**src/rtl/tlk2711_dma_arb.sv**
```systemverilog
// Round-robin sharing of one tlk2711_dma engine between N_CH link channels.
// Read and write paths arbitrate independently; each grant covers one command plus its full data transfer.
module tlk2711_dma_arb #(
  parameter int N_CH        = 2,
  parameter int ADDR_WIDTH  = 48,
  parameter int DLEN_WIDTH  = 16,
  parameter int RDATA_WIDTH = 64,
  parameter int WDATA_WIDTH = 64,
  parameter int WBYTE_WIDTH = 8
) (
  input  logic                                 clk,
  input  logic                                 rst,
  input  logic                                 i_soft_rst,
  input  logic [N_CH-1:0]                      i_ch_en,
  input  logic [N_CH-1:0]                      i_ch_rd_cmd_req,
  input  logic [N_CH*(DLEN_WIDTH+ADDR_WIDTH)-1:0] i_ch_rd_cmd_data,
  output logic [N_CH-1:0]                      o_ch_rd_cmd_ack,
  output logic                                 o_rd_cmd_req,
  output logic [DLEN_WIDTH+ADDR_WIDTH-1:0]     o_rd_cmd_data,
  input  logic                                 i_rd_cmd_ack,
  input  logic                                 i_dma_rd_valid,
  input  logic                                 i_dma_rd_last,
  input  logic [RDATA_WIDTH-1:0]               i_dma_rd_data,
  output logic                                 o_dma_rd_ready,
  output logic [N_CH-1:0]                      o_ch_rd_valid,
  output logic [N_CH-1:0]                      o_ch_rd_last,
  output logic [RDATA_WIDTH-1:0]               o_ch_rd_data,
  input  logic [N_CH-1:0]                      i_ch_rd_ready,
  input  logic [N_CH-1:0]                      i_ch_wr_cmd_req,
  input  logic [N_CH*(DLEN_WIDTH+ADDR_WIDTH)-1:0] i_ch_wr_cmd_data,
  output logic [N_CH-1:0]                      o_ch_wr_cmd_ack,
  output logic                                 o_wr_cmd_req,
  output logic [DLEN_WIDTH+ADDR_WIDTH-1:0]     o_wr_cmd_data,
  input  logic                                 i_wr_cmd_ack,
  input  logic [N_CH-1:0]                      i_ch_wr_valid,
  input  logic [N_CH*WBYTE_WIDTH-1:0]          i_ch_wr_keep,
  input  logic [N_CH*WDATA_WIDTH-1:0]          i_ch_wr_data,
  output logic [N_CH-1:0]                      o_ch_wr_ready,
  output logic                                 o_dma_wr_valid,
  output logic [WBYTE_WIDTH-1:0]               o_dma_wr_keep,
  output logic [WDATA_WIDTH-1:0]               o_dma_wr_data,
  input  logic                                 i_dma_wr_ready,
  input  logic                                 i_wr_finish,
  output logic [N_CH-1:0]                      o_ch_wr_finish,
  output logic [N_CH-1:0]                      o_rd_grant,
  output logic [N_CH-1:0]                      o_wr_grant
);
  localparam int CMD_W = DLEN_WIDTH + ADDR_WIDTH;
  localparam int IW    = (N_CH > 1) ? $clog2(N_CH) : 1;

  typedef enum logic [1:0] {ST_IDLE = 2'd0, ST_CMD = 2'd1, ST_DATA = 2'd2} state_t;

  function automatic logic [IW:0] rr_pick(input logic [N_CH-1:0] elig, input logic [IW-1:0] ptr);
    logic          found;
    logic [IW-1:0] sel;
    logic [IW-1:0] idx;
    found = 1'b0;
    sel   = '0;
    for (int k = 0; k < N_CH; k++) begin
      idx = IW'((int'(ptr) + k) % N_CH);
      if (!found && elig[idx]) begin
        found = 1'b1;
        sel   = idx;
      end
    end
    return {found, sel};
  endfunction

  function automatic logic [IW-1:0] rr_next(input logic [IW-1:0] g);
    return (int'(g) == N_CH - 1) ? '0 : g + 1'b1;
  endfunction

  state_t rd_state, rd_next, wr_state, wr_next;
  logic [IW-1:0] rd_ptr, rd_g, rd_sel, wr_ptr, wr_g, wr_sel;
  logic          rd_any, wr_any;
  logic [N_CH-1:0] rd_elig, wr_elig, rd_oh, wr_oh;
  logic [CMD_W-1:0] rd_cmd_sel, wr_cmd_sel;
  logic [WBYTE_WIDTH-1:0] wr_keep_sel;
  logic [WDATA_WIDTH-1:0] wr_data_sel;
  logic rd_end, wr_end;
  logic soft_pend, rd_soft_done, wr_soft_done, rd_apply, wr_apply;

  // A pending soft reset takes the IDLE slot of each FSM, so no grant can precede it.
  assign rd_apply = soft_pend & ~rd_soft_done & (rd_state == ST_IDLE);
  assign wr_apply = soft_pend & ~wr_soft_done & (wr_state == ST_IDLE);
  assign rd_elig  = rd_apply ? '0 : (i_ch_rd_cmd_req & i_ch_en);
  assign wr_elig  = wr_apply ? '0 : (i_ch_wr_cmd_req & i_ch_en);
  assign {rd_any, rd_sel} = rr_pick(rd_elig, rd_ptr);
  assign {wr_any, wr_sel} = rr_pick(wr_elig, wr_ptr);
  assign rd_oh  = N_CH'(1) << rd_g;
  assign wr_oh  = N_CH'(1) << wr_g;
  assign rd_end = i_dma_rd_valid & i_ch_rd_ready[rd_g] & i_dma_rd_last;
  assign wr_end = i_wr_finish;

  always_comb begin
    rd_cmd_sel  = '0;
    wr_cmd_sel  = '0;
    wr_keep_sel = '0;
    wr_data_sel = '0;
    for (int i = 0; i < N_CH; i++) begin
      if (rd_sel == IW'(i)) rd_cmd_sel = i_ch_rd_cmd_data[i*CMD_W +: CMD_W];
      if (wr_sel == IW'(i)) wr_cmd_sel = i_ch_wr_cmd_data[i*CMD_W +: CMD_W];
      if (wr_g == IW'(i)) begin
        wr_keep_sel = i_ch_wr_keep[i*WBYTE_WIDTH +: WBYTE_WIDTH];
        wr_data_sel = i_ch_wr_data[i*WDATA_WIDTH +: WDATA_WIDTH];
      end
    end
  end

  always_ff @(posedge clk or posedge rst) begin
    if (rst) begin
      rd_state      <= ST_IDLE;
      wr_state      <= ST_IDLE;
      rd_ptr        <= '0;
      wr_ptr        <= '0;
      rd_g          <= '0;
      wr_g          <= '0;
      o_rd_cmd_data <= '0;
      o_wr_cmd_data <= '0;
    end else begin
      rd_state <= rd_next;
      wr_state <= wr_next;
      if (rd_state == ST_IDLE && rd_any) begin
        rd_g          <= rd_sel;
        o_rd_cmd_data <= rd_cmd_sel;
      end
      if (wr_state == ST_IDLE && wr_any) begin
        wr_g          <= wr_sel;
        o_wr_cmd_data <= wr_cmd_sel;
      end
      if (rd_apply) rd_ptr <= '0;
      else if (rd_state == ST_DATA && rd_end) rd_ptr <= rr_next(rd_g);
      if (wr_apply) wr_ptr <= '0;
      else if (wr_state == ST_DATA && wr_end) wr_ptr <= rr_next(wr_g);
    end
  end

  always_ff @(posedge clk or posedge rst) begin
    if (rst) begin
      soft_pend    <= 1'b0;
      rd_soft_done <= 1'b0;
      wr_soft_done <= 1'b0;
    end else if (i_soft_rst) begin
      soft_pend    <= 1'b1;
      rd_soft_done <= 1'b0;
      wr_soft_done <= 1'b0;
    end else if (soft_pend) begin
      if ((rd_soft_done | rd_apply) && (wr_soft_done | wr_apply)) begin
        soft_pend    <= 1'b0;
        rd_soft_done <= 1'b0;
        wr_soft_done <= 1'b0;
      end else begin
        if (rd_apply) rd_soft_done <= 1'b1;
        if (wr_apply) wr_soft_done <= 1'b1;
      end
    end
  end

  always_comb begin
    rd_next = rd_state;
    wr_next = wr_state;
    case (rd_state)
      ST_IDLE: if (rd_any) rd_next = ST_CMD;
      ST_CMD:  if (i_rd_cmd_ack) rd_next = ST_DATA;
      ST_DATA: if (rd_end) rd_next = ST_IDLE;
      default: rd_next = ST_IDLE;
    endcase
    case (wr_state)
      ST_IDLE: if (wr_any) wr_next = ST_CMD;
      ST_CMD:  if (i_wr_cmd_ack) wr_next = ST_DATA;
      ST_DATA: if (wr_end) wr_next = ST_IDLE;
      default: wr_next = ST_IDLE;
    endcase
  end

  // Channel-facing outputs are masked by i_ch_en; DMA-facing ones are not, so a transfer always completes.
  always_comb begin
    o_rd_cmd_req    = 1'b0;
    o_rd_grant      = '0;
    o_ch_rd_cmd_ack = '0;
    o_ch_rd_valid   = '0;
    o_ch_rd_last    = '0;
    o_ch_rd_data    = '0;
    o_dma_rd_ready  = 1'b0;
    case (rd_state)
      ST_CMD: begin
        o_rd_cmd_req = 1'b1;
        o_rd_grant   = rd_oh;
        if (i_rd_cmd_ack) o_ch_rd_cmd_ack = rd_oh & i_ch_en;
      end
      ST_DATA: begin
        o_rd_grant     = rd_oh;
        o_ch_rd_valid  = {N_CH{i_dma_rd_valid}} & rd_oh & i_ch_en;
        o_ch_rd_last   = {N_CH{i_dma_rd_last}} & rd_oh & i_ch_en;
        o_ch_rd_data   = i_dma_rd_data;
        o_dma_rd_ready = i_ch_rd_ready[rd_g];
      end
      default: ;
    endcase
  end

  always_comb begin
    o_wr_cmd_req    = 1'b0;
    o_wr_grant      = '0;
    o_ch_wr_cmd_ack = '0;
    o_ch_wr_ready   = '0;
    o_ch_wr_finish  = '0;
    o_dma_wr_valid  = 1'b0;
    o_dma_wr_keep   = '0;
    o_dma_wr_data   = '0;
    case (wr_state)
      ST_CMD: begin
        o_wr_cmd_req = 1'b1;
        o_wr_grant   = wr_oh;
        if (i_wr_cmd_ack) o_ch_wr_cmd_ack = wr_oh & i_ch_en;
      end
      ST_DATA: begin
        o_wr_grant     = wr_oh;
        o_dma_wr_valid = i_ch_wr_valid[wr_g];
        o_dma_wr_keep  = wr_keep_sel;
        o_dma_wr_data  = wr_data_sel;
        o_ch_wr_ready  = {N_CH{i_dma_wr_ready}} & wr_oh & i_ch_en;
        if (i_wr_finish) o_ch_wr_finish = wr_oh & i_ch_en;
      end
      default: ;
    endcase
  end
endmodule

```
**config.mk**
```make
export PLATFORM = sky130hd
export DESIGN_NAME = tlk2711_dma_arb
export DESIGN_NICKNAME = d
export VERILOG_FILES = /design/src/rtl/tlk2711_dma_arb.sv
export SDC_FILE = /design/constraint.sdc
export NUM_CORES = 1
export LEC_CHECK = 0
export CAP_MARGIN = 20
export CORE_AREA = 2 2 295 297
export CTS_BUF_LIST = sky130_fd_sc_hd__clkbuf_8
export DETAILED_ROUTE_END_ITERATION = 10
export DIE_AREA = 0 0 297 299
export PLACE_DENSITY = 0.31
export SKIP_CTS_REPAIR_TIMING = 1
export SYNTH_ARGS = -nofsm -noshare
export SYNTH_HDL_FRONTEND = slang
export SYNTH_SLANG_ARGS = --single-unit
export TNS_END_PERCENT = 5
```
**constraint.sdc**
```tcl
create_clock -name clk -period 5.8 [get_ports clk]
set_input_delay 0.87 -clock clk [delete_from_list [all_inputs] [get_ports clk]]
set_output_delay 0.87 -clock clk [all_outputs]
set_load 0.03 [all_outputs]
```
==> qor.yml <==
port_buffers: 766
rows: 108
synth-edff-count: 0
drt_pass1_iterations: 5
grt_max_degree: 97
drt-vias-per-instance: 3.23
power_leakage_nw: 7.42
vias: 9060
rsz0062_at_grt: "no"
ant_nets: 0
first_iter_violations: 290
yosysMostFrequentCell: "mux2i_1"
io_pins: 767
yosysWarnings: 0
numCtsBuffers: 17
place_congestion: 0.863
synth_seq_area_share_pct: 41.7
startpoint_type: "input pin"
path_class: "input pin to output pin"
timing.hold.ws_ns: 0.482
hold_viol: 0
finalCritPeriodShare_pct: 71.5
synth_top_area_share_pct: 41.7
max-cap-violations: 0
cts.clk_slew.worst_paths_ns: 0.08
ys_ff_latch: 139
die_x_um: 297
worstHoldPathType: "flip-flop to flip-flop"
power_mw: 7.36
synthDominantAreaCellType: "dfrtp_1"
period_needed_ns: 4.14
synth_async_sr_flop_share_pct: 100
clk_latency_ns: 0.52
netlist_instances: 888
crit_arrival_ns: 3.27
htreeDepth: 4
end_kind: "output pin"
critical_path.most_common_cell: "clkdlybuf4s50_1"
synth_fp_nets: 1378
grt_first_pass_wirelength_um: 74800
tightest_slew_ns: 0.880
dp_hpwl_um: 45200
synth_common_cells: "204 x mux2i_1, 140 x nand2_1, 139 x dfrtp_1"
overflow: 0
cts_tree: "built"
cts_sinks: 139
max_stage_delay_ns: 0.98
netlist_area_um2: 8340
peakVddDrop_mv: 0.147
setup_viol: 0
slew_headroom_pct: 41.1
drc: 0
core-area_um2: 85900
clk_path_buf_depth: 2
synth-main-ff-cell: "dfrtp_1"
finalMaxSlewViolations: 0
die_h_um: 299
cellPowerDensity_nw_per_um2: 419
setup_tns_ns: 0
dieArea_um2: 88800
crit_fanout: 4
nNetsFinal: 2119
area_delta_synth_final_pct: 111
yosys-top-cells-area: "dfrtp_1 42%, mux2i_1 24%, nand2_1 6.3%"
slowest_stage: "clkdlybuf4s50_1"
grt_pass1_vias: 9641
crit_required_ns: 4.93
path_cells: "clkdlybuf4s50_1 -> buf_4 -> nand2_1 -> nor2_1 -> clkdlybuf4s50_1"
start_util_pct: 9.70
grt_use_total_pct: 11.9
cts_root_buffer: "clkbuf_8"
antenna_found_initial: 11
outcome: "finished clean"
drive_gt1_share_pct: 3.72
wire_per_inst_um: 19.3
synth_cell_type_count: 37
timing.fmax_mhz: 241
worst_clock_skew_ns: 0.0219
syn_area_per_cell_um2: 9.39
drt-total-wl_um: 54000
-- layout by cell type, fill, tap and decap left out, types with 2 or more instances in the layout --
cell / instances
ha_1: 6
buf_4: 21
nand2_1: 140
clkinvlp_4: 2
nor3_1: 2
dfrtp_1: 138
clkdlybuf4s50_1: 766
o21a_1: 3
clkinv_4: 2
nor2b_1: 3
bufinv_16: 2
buf_12: 2
mux2i_1: 204
and2_1: 66
nand4b_4: 2
diode_2: 6
nor2_1: 89
o21ai_1: 68
inv_6: 2
o21ai_0: 65
inv_1: 8
nand2b_1: 3
nand3b_1: 3
clkbuf_8: 17
a31oi_1: 2
a21oi_1: 3
a22oi_1: 2
clkinv_2: 5
-- routing by layer --
metal	share of wire, %	GRT usage, %	vias up
met5	0.11	0	-
met4	1.1	2.55	10
met3	7.7	4.55	32
met2	49	20.1	365
met1	42	14.3	4162
li1	-	-	4491
-- metrics by stage --
| step | cell area [µm²] | utilization, % | cells | setup WS, ns |
|---|---|---|---|---|
| after floorplan | 8340 | - | 888 | 1.21 |
| after global placement | 17200 | 20.0 | 2765 | 1.56 |
| after detailed placement | 17200 | 20.0 | 2765 | 1.57 |
| after CTS | 17600 | 20.4 | 2795 | 1.59 |
| after global routing | 17600 | 20.4 | 2797 | 1.59 |
| final | 17600 | 20.4 | 2801 | 1.66 |
-- critical path: cells and delay by family --
| family | cells | cell delay [ns] |
|---|---|---|
| and+or+nand+nor | 2 | 0.43 |
| buffers and inverters | 3 | 1.95 |
-- registers in the layout (all words and copies together) (netlist names) --
name,cells
o_wr_cmd_data,64
wr_state,2
rd_ptr,1
rd_soft_done,1
wr_ptr,1
rd_g,1
wr_soft_done,1
rd_state,2
wr_g,1
soft_pend,1
o_rd_cmd_data,64
-- kinds of logic after synthesis --
kind of cell	after synthesis	share of synthesized area [%]
and+or+nand+nor	314	17.4
muxes	205	24.6
DFF	139	41.7
AOI/OAI and AO/OA	147	9.15
buffers and inverters	76	6.06
adders and majority gates	7	1.05
-- path summary, 6_finish.rpt --
path | start | endpoint | slack (ns) | cells after the start
max in group asynchronous | rst | o_wr_cmd_data[4] | 3.91 | 3
min in group asynchronous | rst | o_rd_cmd_data[33] | 0.78 | 2
worst max register to register | wr_state[0] | o_wr_cmd_data[42] | 2.93 | 7
worst min-delay path | o_wr_cmd_data[42] | o_wr_cmd_data[42] | 0.48 | 2
worst min register to register | o_wr_cmd_data[42] | o_wr_cmd_data[42] | 0.48 | 2
worst max-delay path | i_ch_en[0] | o_ch_rd_cmd_ack[0] | 1.66 | 5
-- area by class of cell --
| cell class | count | area (µm²) |
|---|---|---|
| Inverter | 9 | 38.8 |
| Multi-Input combinational cell | 673 | 4360 |
| Sequential cell | 139 | 3480 |
| Fill cell | 9602 | 68400 |
| Antenna cell | 6 | 15.0 |
| Timing Repair Buffer | 789 | 7870 |
| Tap cell | 1155 | 1450 |
| Clock buffer | 17 | 234 |
| Clock inverter | 13 | 130 |
-- where the power goes --
part | switching (mW) | leakage (nW) | total [mW] | internal, mW
registers | 0.335 | 1.75 | 1.74 | 1.41
logic | 2.80 | 5.48 | 4.80 | 2.01
clock network | 0.444 | 0.188 | 0.817 | 0.373
Note: power is estimated with default switching activity, not from simulation.
